File: src/rtl/reg_file_pkg.sv
// Shared constants and types for the parametrised CPU register file.
package reg_file_pkg;
    localparam int REG_DATA_W = 8;
    localparam int REG_ADDR_W = 3;

    typedef logic [REG_DATA_W-1:0] reg_data_t;
    typedef logic [REG_ADDR_W-1:0] reg_addr_t;

    function automatic int reg_depth(input int addr_w);
        return 1 << addr_w;
    endfunction
endpackage

File: src/rtl/reg_file_param_if.sv
// Decoder/ALU-facing bus of the register file: write, reserve and two read ports.
interface reg_file_param_if
    import reg_file_pkg::*;
#(
    parameter int DATA_W = REG_DATA_W,
    parameter int ADDR_W = REG_ADDR_W
);
    logic [DATA_W-1:0] IN;
    logic [ADDR_W-1:0] INADDRESS;
    logic              WRITE;
    logic [ADDR_W-1:0] OUT1ADDRESS;
    logic [ADDR_W-1:0] OUT2ADDRESS;
    logic [DATA_W-1:0] OUT1;
    logic [DATA_W-1:0] OUT2;
    logic              RESERVE;
    logic [ADDR_W-1:0] RESADDRESS;
    logic              OUT1VALID;
    logic              OUT2VALID;
    logic              ANYPENDING;

    modport master (
        output IN, INADDRESS, WRITE, OUT1ADDRESS, OUT2ADDRESS, RESERVE, RESADDRESS,
        input  OUT1, OUT2, OUT1VALID, OUT2VALID, ANYPENDING
    );

    modport slave (
        input  IN, INADDRESS, WRITE, OUT1ADDRESS, OUT2ADDRESS, RESERVE, RESADDRESS,
        output OUT1, OUT2, OUT1VALID, OUT2VALID, ANYPENDING
    );
endinterface

File: src/rtl/reg_read_port.sv
// One combinational read port: mux, zero-register force and operand-valid.
// Optional write-through bypass is enabled by defining REG_FILE_BYPASS_EN.
module reg_read_port
    import reg_file_pkg::*;
#(
    parameter int DATA_W   = REG_DATA_W,
    parameter int ADDR_W   = REG_ADDR_W,
    parameter int ZERO_REG = 0,
    localparam int DEPTH   = reg_depth(ADDR_W)
) (
    input  logic [DATA_W-1:0] regs_i [DEPTH],
    input  logic [DEPTH-1:0]  pending_i,
    input  logic [ADDR_W-1:0] addr_i,
`ifdef REG_FILE_BYPASS_EN
    input  logic              rst_i,
    input  logic              wr_en_i,
    input  logic [ADDR_W-1:0] wr_addr_i,
    input  logic [DATA_W-1:0] wr_data_i,
`endif
    output logic [DATA_W-1:0] data_o,
    output logic              valid_o
);
    always_comb begin
        data_o  = regs_i[addr_i];
        valid_o = ~pending_i[addr_i];
`ifdef REG_FILE_BYPASS_EN
        // A same-cycle write supplies the operand even if a newer reserve is landing.
        if (!rst_i && wr_en_i && (wr_addr_i == addr_i)) begin
            data_o  = wr_data_i;
            valid_o = 1'b1;
        end
`endif
        if ((ZERO_REG != 0) && (addr_i == '0)) begin
            data_o  = '0;
            valid_o = 1'b1;
        end
    end
endmodule

File: src/rtl/reg_file_param.sv
// Parametrised CPU register file with per-register pending scoreboard.
// Define REG_FILE_BYPASS_EN for same-cycle write-through on the read ports.
module reg_file_param
    import reg_file_pkg::*;
#(
    parameter int DATA_W   = REG_DATA_W,
    parameter int ADDR_W   = REG_ADDR_W,
    parameter int ZERO_REG = 0
) (
    input  logic             CLK,
    input  logic             RESET,
    reg_file_param_if.slave  bus
);
    localparam int DEPTH = reg_depth(ADDR_W);

    logic [DATA_W-1:0] regs_q [DEPTH];
    logic [DEPTH-1:0]  pending_q;
    logic [DEPTH-1:0]  pending_d;
    logic              wr_ok;
    logic              res_ok;

    assign wr_ok  = bus.WRITE   && !((ZERO_REG != 0) && (bus.INADDRESS  == '0));
    assign res_ok = bus.RESERVE && !((ZERO_REG != 0) && (bus.RESADDRESS == '0));

    // Reserve is applied after the write clear so a newer producer keeps the register pending.
    always_comb begin
        pending_d = pending_q;
        if (wr_ok)  pending_d[bus.INADDRESS]  = 1'b0;
        if (res_ok) pending_d[bus.RESADDRESS] = 1'b1;
    end

    always_ff @(posedge CLK or posedge RESET) begin
        if (RESET) begin
            for (int i = 0; i < DEPTH; i++) regs_q[i] <= '0;
            pending_q <= '0;
        end else begin
            if (wr_ok) regs_q[bus.INADDRESS] <= bus.IN;
            pending_q <= pending_d;
        end
    end

    assign bus.ANYPENDING = |pending_q;

    reg_read_port #(.DATA_W(DATA_W), .ADDR_W(ADDR_W), .ZERO_REG(ZERO_REG)) u_rd1 (
        .regs_i    (regs_q),
        .pending_i (pending_q),
        .addr_i    (bus.OUT1ADDRESS),
`ifdef REG_FILE_BYPASS_EN
        .rst_i     (RESET),
        .wr_en_i   (bus.WRITE),
        .wr_addr_i (bus.INADDRESS),
        .wr_data_i (bus.IN),
`endif
        .data_o    (bus.OUT1),
        .valid_o   (bus.OUT1VALID)
    );

    reg_read_port #(.DATA_W(DATA_W), .ADDR_W(ADDR_W), .ZERO_REG(ZERO_REG)) u_rd2 (
        .regs_i    (regs_q),
        .pending_i (pending_q),
        .addr_i    (bus.OUT2ADDRESS),
`ifdef REG_FILE_BYPASS_EN
        .rst_i     (RESET),
        .wr_en_i   (bus.WRITE),
        .wr_addr_i (bus.INADDRESS),
        .wr_data_i (bus.IN),
`endif
        .data_o    (bus.OUT2),
        .valid_o   (bus.OUT2VALID)
    );
endmodule

File: src/flat_wrapper.sv
// flat-port wrapper written by rule: the top's interface ports become plain ports
module reg_file_param_flat import reg_file_pkg::*;
#(
    parameter int DATA_W   = REG_DATA_W,
    parameter int ADDR_W   = REG_ADDR_W,
    parameter int ZERO_REG = 0
)
  (CLK, RESET, bus_IN, bus_INADDRESS, bus_WRITE, bus_OUT1ADDRESS, bus_OUT2ADDRESS, bus_RESERVE, bus_RESADDRESS, bus_OUT1, bus_OUT2, bus_OUT1VALID, bus_OUT2VALID, bus_ANYPENDING);
  reg_file_param_if #(.DATA_W(DATA_W), .ADDR_W(ADDR_W)) bus_i ();
  input  logic CLK;
  input  logic RESET;
  input wire logic [$bits(bus_i.IN)-1:0] bus_IN;
  input wire logic [$bits(bus_i.INADDRESS)-1:0] bus_INADDRESS;
  input wire logic [$bits(bus_i.WRITE)-1:0] bus_WRITE;
  input wire logic [$bits(bus_i.OUT1ADDRESS)-1:0] bus_OUT1ADDRESS;
  input wire logic [$bits(bus_i.OUT2ADDRESS)-1:0] bus_OUT2ADDRESS;
  input wire logic [$bits(bus_i.RESERVE)-1:0] bus_RESERVE;
  input wire logic [$bits(bus_i.RESADDRESS)-1:0] bus_RESADDRESS;
  output wire logic [$bits(bus_i.OUT1)-1:0] bus_OUT1;
  output wire logic [$bits(bus_i.OUT2)-1:0] bus_OUT2;
  output wire logic [$bits(bus_i.OUT1VALID)-1:0] bus_OUT1VALID;
  output wire logic [$bits(bus_i.OUT2VALID)-1:0] bus_OUT2VALID;
  output wire logic [$bits(bus_i.ANYPENDING)-1:0] bus_ANYPENDING;
  assign bus_i.IN = bus_IN;
  assign bus_i.INADDRESS = bus_INADDRESS;
  assign bus_i.WRITE = bus_WRITE;
  assign bus_i.OUT1ADDRESS = bus_OUT1ADDRESS;
  assign bus_i.OUT2ADDRESS = bus_OUT2ADDRESS;
  assign bus_i.RESERVE = bus_RESERVE;
  assign bus_i.RESADDRESS = bus_RESADDRESS;
  assign bus_OUT1 = bus_i.OUT1;
  assign bus_OUT2 = bus_i.OUT2;
  assign bus_OUT1VALID = bus_i.OUT1VALID;
  assign bus_OUT2VALID = bus_i.OUT2VALID;
  assign bus_ANYPENDING = bus_i.ANYPENDING;
  reg_file_param #(.DATA_W(DATA_W), .ADDR_W(ADDR_W), .ZERO_REG(ZERO_REG)) u_core (.CLK(CLK), .RESET(RESET), .bus(bus_i));
endmodule
File: config.mk
export PLATFORM = sky130hd
export DESIGN_NAME = reg_file_param_flat
export DESIGN_NICKNAME = d
export VERILOG_FILES = /design/src/rtl/reg_file_pkg.sv /design/src/rtl/reg_file_param_if.sv /design/src/rtl/reg_read_port.sv /design/src/rtl/reg_file_param.sv /design/src/flat_wrapper.sv
export SDC_FILE = /design/constraint.sdc
export NUM_CORES = 1
export LEC_CHECK = 0
export CORE_MARGIN = 5
export CORE_UTILIZATION = 45
export CTS_CLUSTER_DIAMETER = 200
export DETAILED_ROUTE_END_ITERATION = 8
export GPL_TIMING_DRIVEN = 0
export PLACE_DENSITY = 0.65
export SYNTH_ARGS = -nofsm -noshare
export SYNTH_HDL_FRONTEND = slang
export SYNTH_SLANG_ARGS = --single-unit
File: constraint.sdc
create_clock -name CLK -period 2.7 [get_ports CLK]
set_input_delay 0.27 -clock CLK [delete_from_list [all_inputs] [get_ports CLK]]
set_output_delay 0.27 -clock CLK [all_outputs]
set_load 0.02 [all_outputs]
Word level (Yosys, flattened, before mapping)
Cells that the tools add are included.
{"block": "word_totals", "in_bits": 24, "wordCells": 50, "regBits": 72}
{"block": "classes", "reduce_logical": 4, "mux": 19, "bitwise_logic": 8, "magnitude_cmp": 10}
{"operator": "64-bit bitwise mux", "count": 1}
{"operator": "8-bit two-way mux", "count": 7}
{"operator": "8-bit binary-select mux with 3-bit select", "count": 2}
{"operator": "8-bit demux with 3-bit select", "count": 1}
{"operator": "3-bit by 4-bit less-than comparator with 1-bit output, second input constant", "count": 4}
{"operator": "4-bit >= comparator, second input constant", "count": 3}
{"operator": "3-bit NOT with 4-bit output", "count": 3}
{"operator": "8-bit bitwise AND", "count": 1}
{"operator": "8-bit NOT", "count": 1}
{"operator": "8-bit bitwise OR", "count": 1}
{"operator": "8-bit OR reduction", "count": 1}
{"operator": "1-bit binary-select mux with 3-bit select", "count": 2}
{"operator": "1-bit demux with 3-bit select", "count": 2}
{"operator": "3-bit by 1-bit >= comparator with 1-bit output, second input constant", "count": 2}
{"operator": "4-bit by 1-bit less-than comparator with 1-bit output, second input constant", "count": 1}
{"operator": "1-bit two-way mux", "count": 4}
{"operator": "1-bit logical AND", "count": 3}
{"operator": "1-bit NOT", "count": 2}

Logic depth before layout (Yosys ltp)
Gate-level depths: netlist of the first run.
{"block": "depth", "depth_word": 9, "mapped_depth": 4}

Modules after synthesis
Synthesis of the first run repeated with hierarchy kept, for this count alone.
{"block": "hier_totals", "cells_unflattened": 237, "area_unflattened_um2": 4027.6}
{"module": "reg_file_param", "instances": 1, "cells_per_inst": 173, "seq_area_each_um2": 1801.7, "area_per_inst_um2": 2791.4}
{"module": "reg_read_port", "instances": 2, "cells_per_inst": 32, "seq_area_each_um2": 0.0, "area_per_inst_um2": 618.1}

Worst setup path before layout of the first run
OpenSTA, ideal clock, no wires.
{"block": "synth_timing", "path_kind": "input to output", "start": "in bus_OUT1ADDRESS[0]", "end": "out bus_OUT1VALID", "slack_ns": 0.989, "arrival_time_ns": 1.441, "path_stages": 4, "cell_sequence": "buf_6 -> buf_12 -> mux4_1 -> mux2i_1"}
{"block": "synth_between", "elab_chain_cells": 3}
{"element": "start, declared", "line": "flat_wrapper.sv:15", "rtl": "input wire logic [$bits(bus_i.OUT1ADDRESS)-1:0] bus_OUT1ADDRESS;"}
{"element": "1-bit binary-select mux with 3-bit select", "line": "reg_read_port.sv:25", "rtl": "valid_o = ~pending_i[addr_i];"}
{"element": "1-bit two-way mux (implied by the code)", "line": "reg_read_port.sv:25"}
{"element": "1-bit NOT", "line": "reg_read_port.sv:25"}
{"element": "end, declared", "line": "flat_wrapper.sv:21", "rtl": "output wire logic [$bits(bus_i.OUT1VALID)-1:0] bus_OUT1VALID;"}
Every way passes these cells. The select of a mux whose other input is x is not followed.

Worst setup path in the final report of the first run
{"block": "layout_timing", "start": "in bus_OUT2ADDRESS[2]", "end": "out bus_OUT2[0]"}
{"block": "layout_between", "elab_chain_cells": 4}
{"element": "start, declared", "line": "flat_wrapper.sv:16", "rtl": "input wire logic [$bits(bus_i.OUT2ADDRESS)-1:0] bus_OUT2ADDRESS;"}
{"element": "3-bit NOT with 4-bit output (implied by the code)", "line": "reg_read_port.sv:24", "rtl": "data_o = regs_i[addr_i];"}
{"element": "8-bit binary-select mux with 3-bit select", "line": "reg_read_port.sv:24"}
{"element": "8-bit two-way mux (implied by the code) (2 in a row)", "line": "reg_read_port.sv:24"}
{"element": "end, declared", "line": "flat_wrapper.sv:20", "rtl": "output wire logic [$bits(bus_i.OUT2)-1:0] bus_OUT2;"}
Every way passes these cells. The select of a mux whose other input is x is not followed.

==> out/qor.txt, run 1 <==
Global-route wire length before repair: 14430 um
Detail Route Antenna Nets: 0
Drc violations: 0
Most common library cell in the layout ignoring fill and taps: sky130_fd_sc_hd__mux2_2
Period minus WS final: 2.364 ns
Fraction of final layout cells with drive strength greater than 1: 0.4526
Number of search-and-repair iterations in the first detailed-routing pass: 4
Standard-cell rows: 34
Area of the multi-input gates: 2013 um^2
Sequential cell fraction of total power: 0.421
Worst hold endpoint: u_core.pending_q[0]
Setup slack after placement: 0.3351 ns
Routability congestion estimate from global placement: 0.7436
TritonCTS clock tree: done
Area share of the leading cell type in the synthesized netlist: 0.4548
Post-route insts no fill: 393
Die width: 103.8 um
Worst Slack Setup Final: 0.3356 ns
Terminus of the critical flop-to-flop path: u_core.regs_q[5]
Most frequent cells in the layout: sky130_fd_sc_hd__mux2_2 (80), sky130_fd_sc_hd__dfrtp_1 (72), sky130_fd_sc_hd__clkdlybuf4s50_1 (32)
Port Buf Inserts: 32
Total count of hold-check failures in the final report: 0
Number of placed cells counting well taps: 377
Cell area after synthesis: 3961 um^2
Via count of the first global-routing pass: 2596
Number of enable flip-flop cells after synthesis: 0
Transition time at the pin with the least slew margin: 0.8937 ns
Areal power density over the cells: 748.5 nW/um^2
Crit path max fanout: 10
Endpoint kind of the worst setup timing path: output pin
Maximum level of the CTS H-tree: 3
Clk root buf: sky130_fd_sc_hd__clkbuf_8
F_max: 422.9 MHz
Wire length reported by the detailed router: 8921 um
Path class of the lowest-slack min-delay path: in2reg
Clock insertion delay at the later pin of the skew report: 0.34 ns
Number of setup violations in the final report: 0
Startpoint of the most critical hold path: bus_INADDRESS[0]
Internal Pwr Total: 2577 uW
Final Util: 0.5411
Max-slew headroom at the worst pin: 0.4042
Relative contribution of combinational cells to total power: 0.274
Share of synthesized area occupied by flip-flops and latches: 0.4548
Aggregate global-route resource usage: 0.1752
Layout overhead on the synthesized area: 17.97%
Die span in y: 103.8 um
Critical path class: in2out
Largest net degree at the start of global routing: 73
Switching power: 920.8 uW
Most used flip-flop cell after synthesis: sky130_fd_sc_hd__dfrtp_1
Critical path data required time: 2.43 ns
Sw Share: 0.2632
Final #Nets: 304
Max Cap Violations: 0
Number of buffers inserted during clock tree synthesis: 9
Post-synthesis net count: 261
HPWL after detailed placement: 5743 um
Post-route clock skew: 0 ns
Sinks on Clock Net: 72
Ratio of final minimum period to clock period: 0.8757
Count of pins on the block boundary: 43
Antenna diodes: 0
Unrepaired setup endpoints after global routing: false
Async set or reset register ratio after synthesis: 1.000
Final-layout fill cell count: 722
Outcome: completed
Initial Utilization: 0.4587
Number of instances resized during post-cts repair: 0
Post-synthesis cell type with the largest combined area: sky130_fd_sc_hd__dfrtp_1
Hold-fix buffers, CTS: 0
Detailed Route Iter0 Violations: 69
Number of warnings printed during yosys synthesis: 0
Count of cells along the worst hold path: 3
Overflow after GRT: 0
CTS clk-pin slew, worst paths: 0.07 ns
Static Leakage: 0.001937 uW
Placeable core region: 8636 um^2
Number of antenna violations at the first check in global routing: 0
Number of distinct library cells after synthesis: 22
Beginning of the worst register-to-register path: u_core.regs_q[5]
Critical Path AT: 2.09 ns
Routed wire per std cell: 22.70 um
Post-CTS Setup Repair Bufs: 0
Dominant cells by area after synthesis: sky130_fd_sc_hd__dfrtp_1 (45%), sky130_fd_sc_hd__mux2_2 (23%), sky130_fd_sc_hd__mux4_1 (13%)
Setup tns final: 0 ns
Detailed-route vias per instance: 5.952
Total power consumption of the routed design: 3498 uW
Launching element type of the critical path: input port
Footprint of the flip-flops and latches: 1802 um^2
Cell count after synthesis: 237
Die Footprint: 10780 um^2
Final slew viol count: 0
Slack of the worst reg-to-reg path: 1.88 ns
Clock group share of total power: 0.305
Max Buffers Root-to-Sink: 2
Flip-flop and latch count after synthesis: 72
Synthesized area divided by synthesized cell count: 16.71 um^2
Worst IR Drop VDD: 425.7 uV
Detailed-route via count: 2339
Worst reg2reg path depth: 1
[final cells by class]
class	count	area share
plain buffers	17	0.02731
clock buffers	11	0.03240
clock inverters	5	0.02195
inverters	5	0.004552
multi-input cells	143	0.4308
flip-flops and latches	72	0.3855
well taps	108	0.02892
repair buffers	32	0.06854
[cells in the mapped netlist, drive strengths merged, types with 2 or more instances]
cell     number
mux2         80
dfrtp        72
mux4         36
buf          17
inv           5
o2bb2ai       4
a32o          3
nand2         3
nand4b        3
nor2b         3
nor4bb        3
mux2i         2
nor4          2
[worst max-delay path by stage]
stage | start | endpoint | slack, ns | depth (start not counted)
6_report | bus_OUT2ADDRESS[2] | bus_OUT2[0] | 0.34 | 5
5_1_grt | u_core.regs_q[52] | bus_OUT2[4] | 0.27 | 3
4_1_cts | u_core.regs_q[49] | bus_OUT1[1] | 0.33 | 3
3_5_place_dp | bus_OUT1ADDRESS[2] | bus_OUT1[0] | 0.34 | 5
3_3_place_gp | RESET | u_core.regs_q[42] | -0.62 | 2
2_1_floorplan | RESET | u_core.pending_q[0] | 0.61 | 1
[power by group through the flow]
stage	Sequential, uW	Combinational [uW]	Clock [uW]
final	1470	958	1070
after global routing	1510	1030	1140
after CTS	1470	972	1090
after detailed placement	1500	968	0
after global placement	1480	951	0
after floorplan	1440	694	0
[critical path: stages]
cell                              delay, ns
sky130_fd_sc_hd__buf_2                 0.26
sky130_fd_sc_hd__buf_2                 0.38
sky130_fd_sc_hd__mux4_2                0.35
sky130_fd_sc_hd__mux2_2                0.28
sky130_fd_sc_hd__clkdlybuf4s50_1       0.55
[per-stage QoR]
step | area, um^2 | hold WS [ns]
4_1_cts | 4673 | 0.3266
2_1_floorplan | 3961 | 0.3792
3_5_place_dp | 4419 | 0.5065
5_1_grt | 4673 | 0.3381
3_3_place_gp | 4417 | 0.4953
6_report | 4673 | 0.3422
[cell families (layout without fill, tap and decap cells)]
kind of cell    Yosys count  in the layout  synth area share
mux                     118            118            0.4561
flops                    72             72            0.4548
buf+inv                  22             70           0.03696
simple gates             17             17           0.03348
compound gates            8              8           0.01864
[per-layer routing]
metal  share of wire  up-vias  track usage
met5               0        -            0
met4           0.020        0      0.06753
met3           0.030       17      0.03109
met2            0.51       51       0.2892
met1            0.44     1225       0.2304
li1                -     1046            -
[sequential cells by signal (all words and copies together), names as in the netlist]
signal,count
u_core.regs_q,64
u_core.pending_q,8
(Power assumes the default switching activity.)
==> inputs of run 2 (changes only) <==
Settings changed: PLACE_DENSITY 0.65 to 0.73.
==> run 2 against run 1 <==
Sequential share of layout area grew 0.55 points. Hold slack gained 0.012 ns. Setup slack gained 0.0082 ns. Clock-buffer cell count shrank 1. Combinational power is essentially flat. Non-clock buffer count is the same. Clock power shrank 22%. Cell area shrank 1.4%. Power shrank 6.5%. Critical path depth is the same. Critical path type unchanged. Largest cell class unchanged.
==> out/qor.txt, run 2 (synthesis gave the netlist of run 1 again) <==
Port Buf Inserts: 32
Number of placed cells counting well taps: 377
Standard-cell rows: 34
Transition time at the pin with the least slew margin: 0.8973 ns
Clock group share of total power: 0.255
Clk root buf: sky130_fd_sc_hd__clkbuf_8
Period minus WS final: 2.356 ns
Crit path top cell by count: sky130_fd_sc_hd__buf_2
Cell Chain, Critical Path: buf_2, buf_2, mux4_2, mux2_2, clkdlybuf4s50_1
HPWL after detailed placement: 5691 um
Launching element type of the critical path: input port
Max Buffers Root-to-Sink: 2
Top cell family by delay on the critical path: buffers and inverters
Hold-fix buffers, CTS: 0
Final slew viol count: 0
Critical path class: in2out
Unrepaired setup endpoints after global routing: false
Final #Nets: 304
Total power consumption of the routed design: 3270 uW
Placed standard-cell area: 4419 um^2
Routability congestion estimate from global placement: 0.7430
Overflow after GRT: 0
Number of flip-flops in the largest register: 64
Most frequent cells in the layout: sky130_fd_sc_hd__mux2_2 (80), sky130_fd_sc_hd__dfrtp_1 (72), sky130_fd_sc_hd__clkdlybuf4s50_1 (32)
Final Util: 0.5335
Most flop-heavy register: u_core.regs_q
Sinks on Clock Net: 72
Switching power: 933.2 uW
F_max: 424.4 MHz
Max-slew headroom at the worst pin: 0.4018
Max Cap Violations: 0
Delay contributed by the slowest stage of the critical path: 0.55 ns
Final Cell Area: 4607 um^2
Routed wire per std cell: 22.27 um
Maximum level of the CTS H-tree: 3
Number of search-and-repair iterations in the first detailed-routing pass: 4
Fraction of final layout cells with drive strength greater than 1: 0.4491
Die Footprint: 10780 um^2
Cell with the largest stage delay on the worst path: sky130_fd_sc_hd__clkdlybuf4s50_1
Internal Pwr Total: 2337 uW
Clock insertion delay at the later pin of the skew report: 0.34 ns
TritonCTS clock tree: done
Global-route wire length before repair: 13790 um
Initial Utilization: 0.4587
Static Leakage: 0.001904 uW
Critical path data required time: 2.43 ns
Detailed-route via count: 2357
Detail Route Antenna Nets: 0
Sw Share: 0.2854
Outcome: completed
Path class of the lowest-slack min-delay path: in2reg
Die span in y: 103.8 um
Die width: 103.8 um
Detailed-route vias per instance: 5.997
Largest net degree at the start of global routing: 73
Total count of hold-check failures in the final report: 0
Aggregate global-route resource usage: 0.1667
Detailed Route Iter0 Violations: 79
Drc violations: 0
Relative contribution of combinational cells to total power: 0.294
Most common library cell in the layout ignoring fill and taps: sky130_fd_sc_hd__mux2_2
Post-route clock skew: 0 ns
Crit path max fanout: 10
Number of instances resized during post-cts repair: 0
Antenna diodes: 0
Number of antenna violations at the first check in global routing: 0
CTS clk-pin slew, worst paths: 0.07 ns
Placeable core region: 8636 um^2
Layout overhead on the synthesized area: 16.30%
Wire length reported by the detailed router: 8752 um
Critical Path AT: 2.09 ns
Areal power density over the cells: 709.8 nW/um^2
Post-route insts no fill: 393
Endpoint kind of the worst setup timing path: output pin
Ratio of final minimum period to clock period: 0.8727
Number of setup violations in the final report: 0
Sequential cell fraction of total power: 0.452
Count of pins on the block boundary: 43
Biggest registers after layout: u_core.regs_q x64, u_core.pending_q x8
WP buf/inv: 3
Worst IR Drop VDD: 397.5 uV
Post-CTS Setup Repair Bufs: 0
Number of buffers inserted during clock tree synthesis: 9
Via count of the first global-routing pass: 2555
## run 2: changes by cell type in the layout (fill, tap and decap cells not counted), sizes merged
cell / previous run / this run
bufinv: 3 / 1
clkbuf: 11 / 10
clkinv: 1 / 3
clkinvlp: 1 / 2
## run 2: area by class of cell
type	instances	area, um^2
multi-input combinational	143	2013
tap	108	135.1
fill	717	4029
timing repair buffer	32	320.3
inverter	5	21.27
sequential	72	1802
clock buffer	10	127.6
clock inverter	6	60.06
buffer	17	127.6
## run 2: path summary, 6_finish.rpt
| check | from | to | cells past startpoint | slack, ns |
|---|---|---|---|---|
| hold reg to reg | u_core.regs_q[62] | u_core.regs_q[62] | 1 | 0.52 |
| setup reg to reg | u_core.regs_q[12] | u_core.regs_q[12] | 1 | 1.91 |
| max in group asynchronous | RESET | u_core.regs_q[51] | 2 | 1.65 |
| setup / recovery | bus_OUT1ADDRESS[2] | bus_OUT1[7] | 5 | 0.34 |
| min in group asynchronous | RESET | u_core.regs_q[15] | 2 | 0.45 |
| hold / removal | bus_INADDRESS[0] | u_core.pending_q[0] | 3 | 0.35 |
## run 2: worst min-delay path, delay by kind of cell
kind,cells,cell delay (ns)
compound gates,1,0.14
buf+inv,1,0.13
simple gates,1,0.11
## run 2: power groups by stage
stage / Sequential (uW) / Clock, uW / Combinational (uW)
after floorplan: 1440 / 0 / 694
after global placement: 1470 / 0 / 950
after detailed placement: 1500 / 0 / 968
after CTS: 1480 / 850 / 973
after global routing: 1510 / 890 / 1030
final: 1480 / 833 / 960
## run 2: layer usage
metal | GRT usage | vias up | wire length [um]
met5 | 0 | - | 0
met4 | 0.05365 | 0 | 106
met3 | 0.03607 | 9 | 512
met2 | 0.2828 | 74 | 4468
met1 | 0.2130 | 1234 | 3664
li1 | - | 1040 | -
## run 2: through the flow
step                TNS, ns  setup WS [ns]  hold WS (ns)
floorplan                 0         0.6051        0.3792
global placement     -41.83        -0.5862        0.4952
detailed placement        0         0.3296        0.5068
CTS                       0         0.3225        0.3346
global route              0         0.2527        0.3672
finish                    0         0.3438        0.3544
